## src/rtl/credit_pkg.sv

```systemverilog
// credit_pkg: shared state encoding and width helper for the buffered credit receiver
package credit_pkg;
  typedef enum logic [1:0] {HOLD, INIT, ACTIVE} state_e;
  function automatic int cnt_width(input int n);
    return $clog2(n + 1);
  endfunction
endpackage

```

## src/rtl/credit_fifo_ram.sv

```systemverilog
// credit_fifo_ram: flop-array FIFO with flush, full/empty flags and occupancy count
module credit_fifo_ram
  import credit_pkg::*;
#(
  parameter int WIDTH = 8,
  parameter int DEPTH = 4,
  localparam int CW = cnt_width(DEPTH),
  localparam int PW = $clog2(DEPTH)
) (
  input  logic             clk,
  input  logic             rst,
  input  logic             flush,
  input  logic             wr_en,
  input  logic [WIDTH-1:0] wr_data,
  input  logic             rd_en,
  output logic [WIDTH-1:0] rd_data,
  output logic             full,
  output logic             empty,
  output logic [CW-1:0]    occupancy
);
  logic [WIDTH-1:0] mem_q [DEPTH];
  logic [PW-1:0] wr_ptr_q, wr_ptr_d, rd_ptr_q, rd_ptr_d;
  logic [CW-1:0] occ_q, occ_d;
  function automatic logic [PW-1:0] inc(input logic [PW-1:0] p);
    return (p == PW'(DEPTH - 1)) ? '0 : p + PW'(1);
  endfunction
  always_comb begin
    wr_ptr_d = flush ? '0 : wr_en ? inc(wr_ptr_q) : wr_ptr_q;
    rd_ptr_d = flush ? '0 : rd_en ? inc(rd_ptr_q) : rd_ptr_q;
    occ_d    = flush ? '0 : occ_q + CW'(wr_en) - CW'(rd_en);
  end
  always_ff @(posedge clk or posedge rst) begin
    if (rst) begin
      wr_ptr_q <= '0;
      rd_ptr_q <= '0;
      occ_q    <= '0;
    end else begin
      wr_ptr_q <= wr_ptr_d;
      rd_ptr_q <= rd_ptr_d;
      occ_q    <= occ_d;
    end
  end
  always_ff @(posedge clk) begin
    if (wr_en) mem_q[wr_ptr_q] <= wr_data;
  end
  assign rd_data   = mem_q[rd_ptr_q];
  assign full      = occ_q == CW'(DEPTH);
  assign empty     = occ_q == '0;
  assign occupancy = occ_q;
endmodule

```

## src/rtl/credit_receiver_buffered.sv

```systemverilog
// credit_receiver_buffered: credit-flow receiver with DEPTH-entry buffer, init/hold FSM,
// programmable credit withhold and sticky overflow detection
module credit_receiver_buffered
  import credit_pkg::*;
#(
  parameter int WIDTH = 8,
  parameter int DEPTH = 4,
  localparam int CW = cnt_width(DEPTH)
) (
  input  logic             clk,
  input  logic             rst,
  input  logic             push_sender_in_reset,
  output logic             push_receiver_in_reset,
  input  logic             push_valid,
  input  logic [WIDTH-1:0] push_data,
  input  logic             push_credit_stall,
  output logic             push_credit,
  output logic             pop_valid,
  input  logic             pop_ready,
  output logic [WIDTH-1:0] pop_data,
  input  logic [CW-1:0]    credit_initial,
  input  logic [CW-1:0]    credit_withhold,
  output logic [CW-1:0]    credit_count,
  output logic [CW-1:0]    credit_available,
  output logic             overflow
);
  localparam int CW1 = CW + 1;
  state_e state_q, state_d;
  logic [CW-1:0] cnt_q, cnt_d, occupancy;
  logic [CW:0] sum;
  logic ovf_q, ovf_d, active, flush, pop_fire, wr_en, full, empty;
  always_comb begin
    state_d          = push_sender_in_reset ? HOLD : (state_q == HOLD) ? INIT : ACTIVE;
    active           = state_q == ACTIVE;
    flush            = state_d == HOLD;
    pop_valid        = !empty && state_q != HOLD;
    pop_fire         = pop_valid && pop_ready;
    credit_available = (cnt_q > credit_withhold) ? cnt_q - credit_withhold : '0;
    push_credit      = active && credit_available != '0 && !push_credit_stall;
    // a pop in the same cycle frees the slot, so a full FIFO can still accept
    wr_en            = push_valid && active && (!full || pop_fire);
    ovf_d            = ovf_q | (push_valid && active && full && !pop_fire);
    sum              = {1'b0, cnt_q} + CW1'(pop_fire) - CW1'(push_credit);
    cnt_d            = flush ? '0
                     : (state_q == INIT) ? ((credit_initial > CW'(DEPTH)) ? CW'(DEPTH) : credit_initial)
                     : (sum > CW1'(DEPTH)) ? CW'(DEPTH) : sum[CW-1:0];
  end
  always_ff @(posedge clk or posedge rst) begin
    if (rst) begin
      state_q <= HOLD;
      cnt_q   <= '0;
      ovf_q   <= 1'b0;
    end else begin
      state_q <= state_d;
      cnt_q   <= cnt_d;
      ovf_q   <= ovf_d;
    end
  end
  credit_fifo_ram #(.WIDTH(WIDTH), .DEPTH(DEPTH)) u_fifo (
    .clk       (clk),
    .rst       (rst),
    .flush     (flush),
    .wr_en     (wr_en),
    .wr_data   (push_data),
    .rd_en     (pop_fire),
    .rd_data   (pop_data),
    .full      (full),
    .empty     (empty),
    .occupancy (occupancy)
  );
  assign push_receiver_in_reset = rst | (state_q != ACTIVE);
  assign credit_count           = cnt_q;
  assign overflow               = ovf_q;
endmodule

```

## config.mk

```make
export PLATFORM = sky130hd
export DESIGN_NAME = credit_receiver_buffered
export DESIGN_NICKNAME = d
export VERILOG_FILES = /design/src/rtl/credit_pkg.sv /design/src/rtl/credit_fifo_ram.sv /design/src/rtl/credit_receiver_buffered.sv
export SDC_FILE = /design/constraint.sdc
export NUM_CORES = 1
export LEC_CHECK = 0
export ABC_AREA = 1
export CORE_UTILIZATION = 51
export CTS_BUF_LIST = sky130_fd_sc_hd__clkbuf_4
export CTS_CLUSTER_SIZE = 20
export DETAILED_ROUTE_END_ITERATION = 8
export PLACE_DENSITY_LB_ADDON = 0.12
export SLEW_MARGIN = 20
export SYNTH_ARGS = -nofsm -noshare
export SYNTH_HDL_FRONTEND = slang
export SYNTH_SLANG_ARGS = --single-unit
```

## constraint.sdc

```tcl
create_clock -name clk -period 4.2 [get_ports clk]
set_clock_uncertainty 0.05 [all_clocks]
set_input_delay 0.84 -clock clk [delete_from_list [all_inputs] [get_ports clk]]
set_output_delay 0.84 -clock clk [all_outputs]
set_load 0.1 [all_outputs]
```

Word-level counts from Yosys, hierarchy flattened
Memories as Yosys holds them, arrays and structs flattened.
Index checks and enable logic that the tools add are counted.
{ "op_classes": {"add_sub_neg": 7, "n_mul": 0, "n_div": 0, "n_lt_le_gt_ge": 3, "n_eq_ne": 6, "shift": 0, "n_mux": 16, "bitwise": 2, "n_reduce_logical": 20} }
{ "ops": {"columns": ["cell", "count"], "rows": [
  ["two-way mux 3 bit", 6],
  ["two-way mux 2 bit", 8],
  ["logical AND 1 bit", 8],
  ["equality test 2 bit (second input constant)", 3],
  ["nonzero test 2 bit", 3],
  ["adder 2 x 1 -> 2 bit (second input constant)", 2],
  ["adder 3 x 1 -> 4 bit", 1],
  ["greater-than comparator 4 x 3 -> 1 bit (second input constant)", 1],
  ["logical NOT 1 bit", 4],
  ["logical NOT 2 bit", 2],
  ["subtractor 4 x 1 -> 4 bit", 1],
  ["adder 3 x 1 -> 3 bit", 1],
  ["equality test 3 bit (second input constant)", 1],
  ["greater-than comparator 3 bit", 1],
  ["greater-than comparator 3 bit (second input constant)", 1],
  ["logical NOT 3 bit", 1],
  ["nonzero test 3 bit", 1],
  ["subtractor 3 x 1 -> 3 bit", 1],
  ["subtractor 3 bit", 1],
  ["equality test 2 x 1 -> 1 bit (second input constant)", 1],
  ["two-way mux 1 bit", 2],
  ["inequality test 2 bit (second input constant)", 1],
  ["OR 1 bit", 2],
  ["logical OR 1 bit", 1]
]} }
{ "totals": {"regBits": 13, "latch_bits": 0, "ramBits": 32, "rom_bits": 0, "inputBits": 20, "output_inout_bits": 18, "elab_cells": 61, "memories": 1} }
{ "mem_list": {"columns": ["name", "words", "word_bits", "rd", "rd_ports_with_merged_regs", "write_ports", "line_no", "source"], "rows": [
  ["u_fifo.mem_q", 4, 8, 1, 0, 1, "credit_fifo_ram.sv:21", "logic [WIDTH-1:0] mem_q [DEPTH];"]
]} }

Depth between registers and ports, before layout
{ "logic_depth": {"ltp_word": 10, "ltp_mapped": 18, "mapped_depth_nobuf": 18} }

Modules after synthesis
Synthesis repeated with hierarchy kept, for this count alone.
{ "unflattened": {"hier_cells": 237, "hier_area_um2": 2346.0} }
{ "by_module_without_submodules": {"columns": ["mod", "instances", "cells_per_inst", "area_per_inst_um2", "seq_area_each_um2"], "rows": [
  ["credit_fifo_ram", 1, 149, 1726.7, 1136.1],
  ["credit_receiver_buffered", 1, 88, 619.3, 150.1]
]} }

Worst setup path after synthesis
Ideal clock, no wire load.
{ "synth_timing": {"path_type": "register -> register", "startpoint": "reg cnt_q[0], in the netlist credit_count[0]", "endpoint": "reg cnt_q[0], in the netlist credit_count[0]", "setup_ps": 77, "arrival_time_ps": 4805, "t_required_ps": 4073, "setup_slack_ps": -732, "stages_incl_launch_ff": 17, "path_buffers": 0, "synth_period_minus_slack_ps": 4932, "path_cell_list": "dfrtp_1 -> inv_1 -> ha_1 -> inv_1 -> fa_1 -> or2_2 -> nand2_1 -> o31ai_1 -> nor2_1 -> ha_1 -> inv_1 -> ha_1 -> fa_1 -> or2_2 -> nand3_1 -> nand4_1 -> a21oi_1"} }
{ "synth_between": {"elab_chain_cells": 10, "word_cells_on_any_way": 12, "cone_classes": "add/sub: 3; order compare: 2; mux: 4; reduce/logical: 3"} }
{ "synth_lines": {"columns": ["item", "line_no", "source"], "rows": [
  ["from (decl)", "credit_receiver_buffered.sv:29", "logic [CW-1:0] cnt_q, cnt_d, occupancy;"],
  ["from (signal assigned)", "credit_receiver_buffered.sv:55", "cnt_q <= cnt_d;"],
  ["subtractor 3 bit / greater-than comparator 3 bit (equally long branches)", "credit_receiver_buffered.sv:38", "credit_available = (cnt_q > credit_withhold) ? cnt_q - credit_withhold : '0;"],
  ["two-way mux 3 bit (*)", "credit_receiver_buffered.sv:38", null],
  ["nonzero test 3 bit (*)", "credit_receiver_buffered.sv:39", "push_credit = active && credit_available != '0 && !push_credit_stall;"],
  ["logical AND 1 bit (*) (2 in a row)", "credit_receiver_buffered.sv:39", null],
  ["net push_credit", "credit_receiver_buffered.sv:17", "output logic push_credit,"],
  ["subtractor 4 x 1 -> 4 bit (*)", "credit_receiver_buffered.sv:43", "sum = {1'b0, cnt_q} + CW1'(pop_fire) - CW1'(push_credit);"],
  ["greater-than comparator 4 x 3 -> 1 bit", "credit_receiver_buffered.sv:46", ": (sum > CW1'(DEPTH)) ? CW'(DEPTH) : sum[CW-1:0];"],
  ["two-way mux 3 bit (*)", "credit_receiver_buffered.sv:46", null],
  ["two-way mux 3 bit (*)", "credit_receiver_buffered.sv:45", ": (state_q == INIT) ? ((credit_initial > CW'(DEPTH)) ? CW'(DEPTH) : credit_initial)"],
  ["two-way mux 3 bit (*)", "credit_receiver_buffered.sv:44", "cnt_d = flush ? '0"],
  ["net cnt_d[0]", "credit_receiver_buffered.sv:29", null]
]} }
The timed path passes the listed nets; every way through them passes the cells marked *.
A chain may end at the register's enable or synchronous reset.

Final worst setup path
{ "layout_timing": {"startpoint": "in credit_withhold[0]", "endpoint": "reg cnt_q[1], in the netlist credit_count[1]"} }
{ "layout_between": {"elab_chain_cells": 10, "word_cells_on_any_way": 11, "cone_classes": "add/sub: 2; order compare: 2; mux: 4; reduce/logical: 3"} }
{ "layout_lines": {"columns": ["item", "line_no", "source"], "rows": [
  ["from (decl)", "credit_receiver_buffered.sv:22", "input logic [CW-1:0] credit_withhold,"],
  ["subtractor 3 bit / greater-than comparator 3 bit (equally long branches)", "credit_receiver_buffered.sv:38", null],
  ["two-way mux 3 bit (*)", "credit_receiver_buffered.sv:38", null],
  ["nonzero test 3 bit (*)", "credit_receiver_buffered.sv:39", null],
  ["logical AND 1 bit (*) (2 in a row)", "credit_receiver_buffered.sv:39", null],
  ["subtractor 4 x 1 -> 4 bit (*)", "credit_receiver_buffered.sv:43", null],
  ["greater-than comparator 4 x 3 -> 1 bit", "credit_receiver_buffered.sv:46", null],
  ["two-way mux 3 bit (*)", "credit_receiver_buffered.sv:46", null],
  ["two-way mux 3 bit (*)", "credit_receiver_buffered.sv:45", null],
  ["two-way mux 3 bit (*)", "credit_receiver_buffered.sv:44", null],
  ["net cnt_d[1]", "credit_receiver_buffered.sv:29", null]
]} }
Marked as above.

==> results.sh <==
export IMPL_grt_max_degree=20
export IMPL_detail_route_wl_per_cell_um=12.94
export IMPL_ys_seq_area_share_pct=56.80
export IMPL_setup_viol=0
export IMPL_worstRegToRegCells=14
export IMPL_io_pins=38
export IMPL_hp_class="reg -> reg"
export IMPL_grt_usage_pct=19.48
export IMPL_hpwl_um=2935
export IMPL_cts_tree="built"
export IMPL_synth_area_um2=2265
export IMPL_wl_um=4025
export IMPL_ir_worst_vdd_mv=0.3315
export IMPL_drive_above_1_share_pct=14.18
export IMPL_crit_type="in -> reg"
export IMPL_drv_slew=0
export IMPL_drt_iter0_drc=65
export IMPL_synth_seq_cells=45
export IMPL_netlist_area_leader_share_pct=42.43
export IMPL_synth_warnings=0
export IMPL_antennaDiodeCount=0
export IMPL_whs_ps=435.1
export IMPL_max_freq_mhz=261.2
export IMPL_rsz0062_at_grt="no"
export IMPL_postRouteAntennaNets=0
export IMPL_yosys_area_top_type="edfxtp_1"
export IMPL_syn_inst=217
export IMPL_cp_arrival_ps=4070
export IMPL_min_path_cells=1
export IMPL_finalWorstSetupSlack_ps=371.0
export IMPL_grt_pass1_vias=1482
export IMPL_power_density_nw_per_um2=529.8
export IMPL_htree_levels=2
export IMPL_crit_fanout=3
export IMPL_holdBufCountCts=0
export IMPL_cp_start_kind="input pin"
export IMPL_post_cts_buffers=0
export IMPL_synth_cell_types=27
export IMPL_drc_errors=0
export IMPL_grt_pass1_wl_um=6534
export IMPL_slew_headroom_pct=35.44
export IMPL_leakage_uw=0.001190
export IMPL_status="completed"
export IMPL_cts_made_buffers=5
export IMPL_final_util_pct=66.79
export IMPL_port_buffers=37
export IMPL_fin_nets=297
export IMPL_tightest_slew_ps=965.4
export IMPL_place_ws_ps=-11.87
export IMPL_start_util_pct=54.65
export IMPL_first_pass_iters=4
export IMPL_min_period_ps=3829
export IMPL_dieArea_um2=4711
export IMPL_antenna_found_initial=0
export IMPL_ctsResizeCount=0
export IMPL_cts_buffer_depth=2
export IMPL_rows=23
export IMPL_clk_latency_ps=350
export IMPL_overflow=0
export IMPL_synth_area_leaders="edfxtp_1 42%, dfrtp_1 14%, ha_1 7.7%, inv_1 6.3%, nor2_1 5.1%"
export IMPL_synth_edff_count=32
export IMPL_power_uw=1466
export IMPL_final_hold_violation_count=0
export IMPL_cts_root_buf="clkbuf_4"
export IMPL_cp_required_ps=4440
export IMPL_area_growth_pct=22.21
export IMPL_clk_pin_slew_ps=120
export IMPL_clkSinkCount=45
export IMPL_avgViaCountPerCell=5.068
export IMPL_syn_avg_cell_area_um2=10.44
export IMPL_die_x_um=68.64
export IMPL_drv_cap=0
export IMPL_post_route_period_util_pct=91.17
export IMPL_final_common_cell="inv_1"
export IMPL_syn_nets=254
export IMPL_fill_cells=320
export IMPL_cp_end_kind="flip-flop"
export IMPL_layout_common_cells="38 x inv_1, 32 x edfxtp_1, 30 x nor2_1, 24 x clkdlybuf4s50_1, 22 x o21ai_0"
export IMPL_synth_async_reset_ratio_pct=28.89
export IMPL_num_vias=1576
export IMPL_gp_congestion=0.8123
export IMPL_die_height_um=68.64
export IMPL_core_area_um2=4144
export IMPL_synthFlopType="edfxtp_1"
cell type report:
class / count / area [µm²] / share of cell area (%)
Clock buffer: 5 / 37.54 / 1.356
Timing Repair Buffer: 39 / 390.4 / 14.10
Multi-Input combinational cell: 128 / 814.5 / 29.43
Tap cell: 50 / 62.56 / 2.260
Sequential cell: 45 / 1286 / 46.47
Clock inverter: 3 / 22.52 / 0.8137
Inverter: 41 / 153.9 / 5.561
power breakdown:
group	total [µW]	switching (µW)	internal (µW)	leakage [µW]
sequential	545	36.3	508	0.000460
clock	210	144	66.4	0.0000352
combinational	712	519	193	0.000695
registers in the layout, indices dropped and copies added (netlist names):
| signal | cells |
|---|---|
| u_fifo.mem_q | 32 |
| credit_count | 3 |
| u_fifo.occupancy | 3 |
| state_q | 2 |
| u_fifo.rd_ptr_q | 2 |
| u_fifo.wr_ptr_q | 2 |
| overflow | 1 |
synthesized netlist by cell type (3+ instances only):
master    number
nand2_1       14
nor3_1         4
a21oi_1        6
edfxtp_1      32
inv_2          3
inv_1         38
ha_1          14
dfrtp_1       13
o22ai_1        8
nand3_1        7
fa_1           3
o21ai_0       22
nand2_4        3
nand4_1        3
nor2_1        31
per-stage QoR:
| step | TNS, ps | cells | instance area (µm²) |
|---|---|---|---|
| 6_report | 0 | 311 | 2768 |
| 5_1_grt | 0 | 311 | 2768 |
| 4_1_cts | 0 | 311 | 2768 |
| 3_5_place_dp | -11.87 | 303 | 2708 |
| 3_3_place_gp | 0 | 303 | 2708 |
| 2_1_floorplan | 0 | 217 | 2272 |
cell families (layout without fill, tap and decap cells):
| group | Yosys count | in the layout | synth area share (%) |
|---|---|---|---|
| compound gates | 41 | 41 | 10.00 |
| xor+xnor | 1 | 1 | 0.3868 |
| fa+ha+maj | 17 | 17 | 10.39 |
| buf+inv | 44 | 88 | 7.569 |
| flops | 45 | 45 | 56.80 |
| simple gates | 69 | 69 | 14.86 |
layer usage:
| layer | vias up | wire length [µm] | GRT usage (%) |
|---|---|---|---|
| li1 | 816 | - | - |
| met1 | 726 | 1851 | 24.97 |
| met2 | 32 | 1956 | 32.23 |
| met3 | 2 | 192 | 5.099 |
| met4 | 0 | 25 | 5.990 |
| met5 | - | 0 | 0 |
worst max-delay path, stage by stage:
cell,delay [ps]
clkdlybuf4s50_1,460
ha_1,170
inv_1,60
fa_1,460
o31ai_1,430
nor2_4,50
ha_1,280
inv_1,40
ha_1,190
fa_1,460
or2_2,290
nand3_1,110
nand4_1,100
a21oi_1,130
worst paths after layout:
check / endpoint / slack (ps) / startpoint
worst max-delay path: credit_count[1]$_DFF_PP0_ / 370 / credit_withhold[0]
worst min-delay path: overflow$_DFF_PP0_ / 440 / overflow$_DFF_PP0_
worst max register to register: credit_count[1]$_DFF_PP0_ / 830 / credit_count[0]$_DFF_PP0_
worst min register to register: overflow$_DFF_PP0_ / 440 / overflow$_DFF_PP0_
max in group asynchronous: u_fifo.occupancy[1]$_DFF_PP0_ / 3200 / rst
min in group asynchronous: credit_count[2]$_DFF_PP0_ / 730 / rst
(Power assumes the default switching activity.)
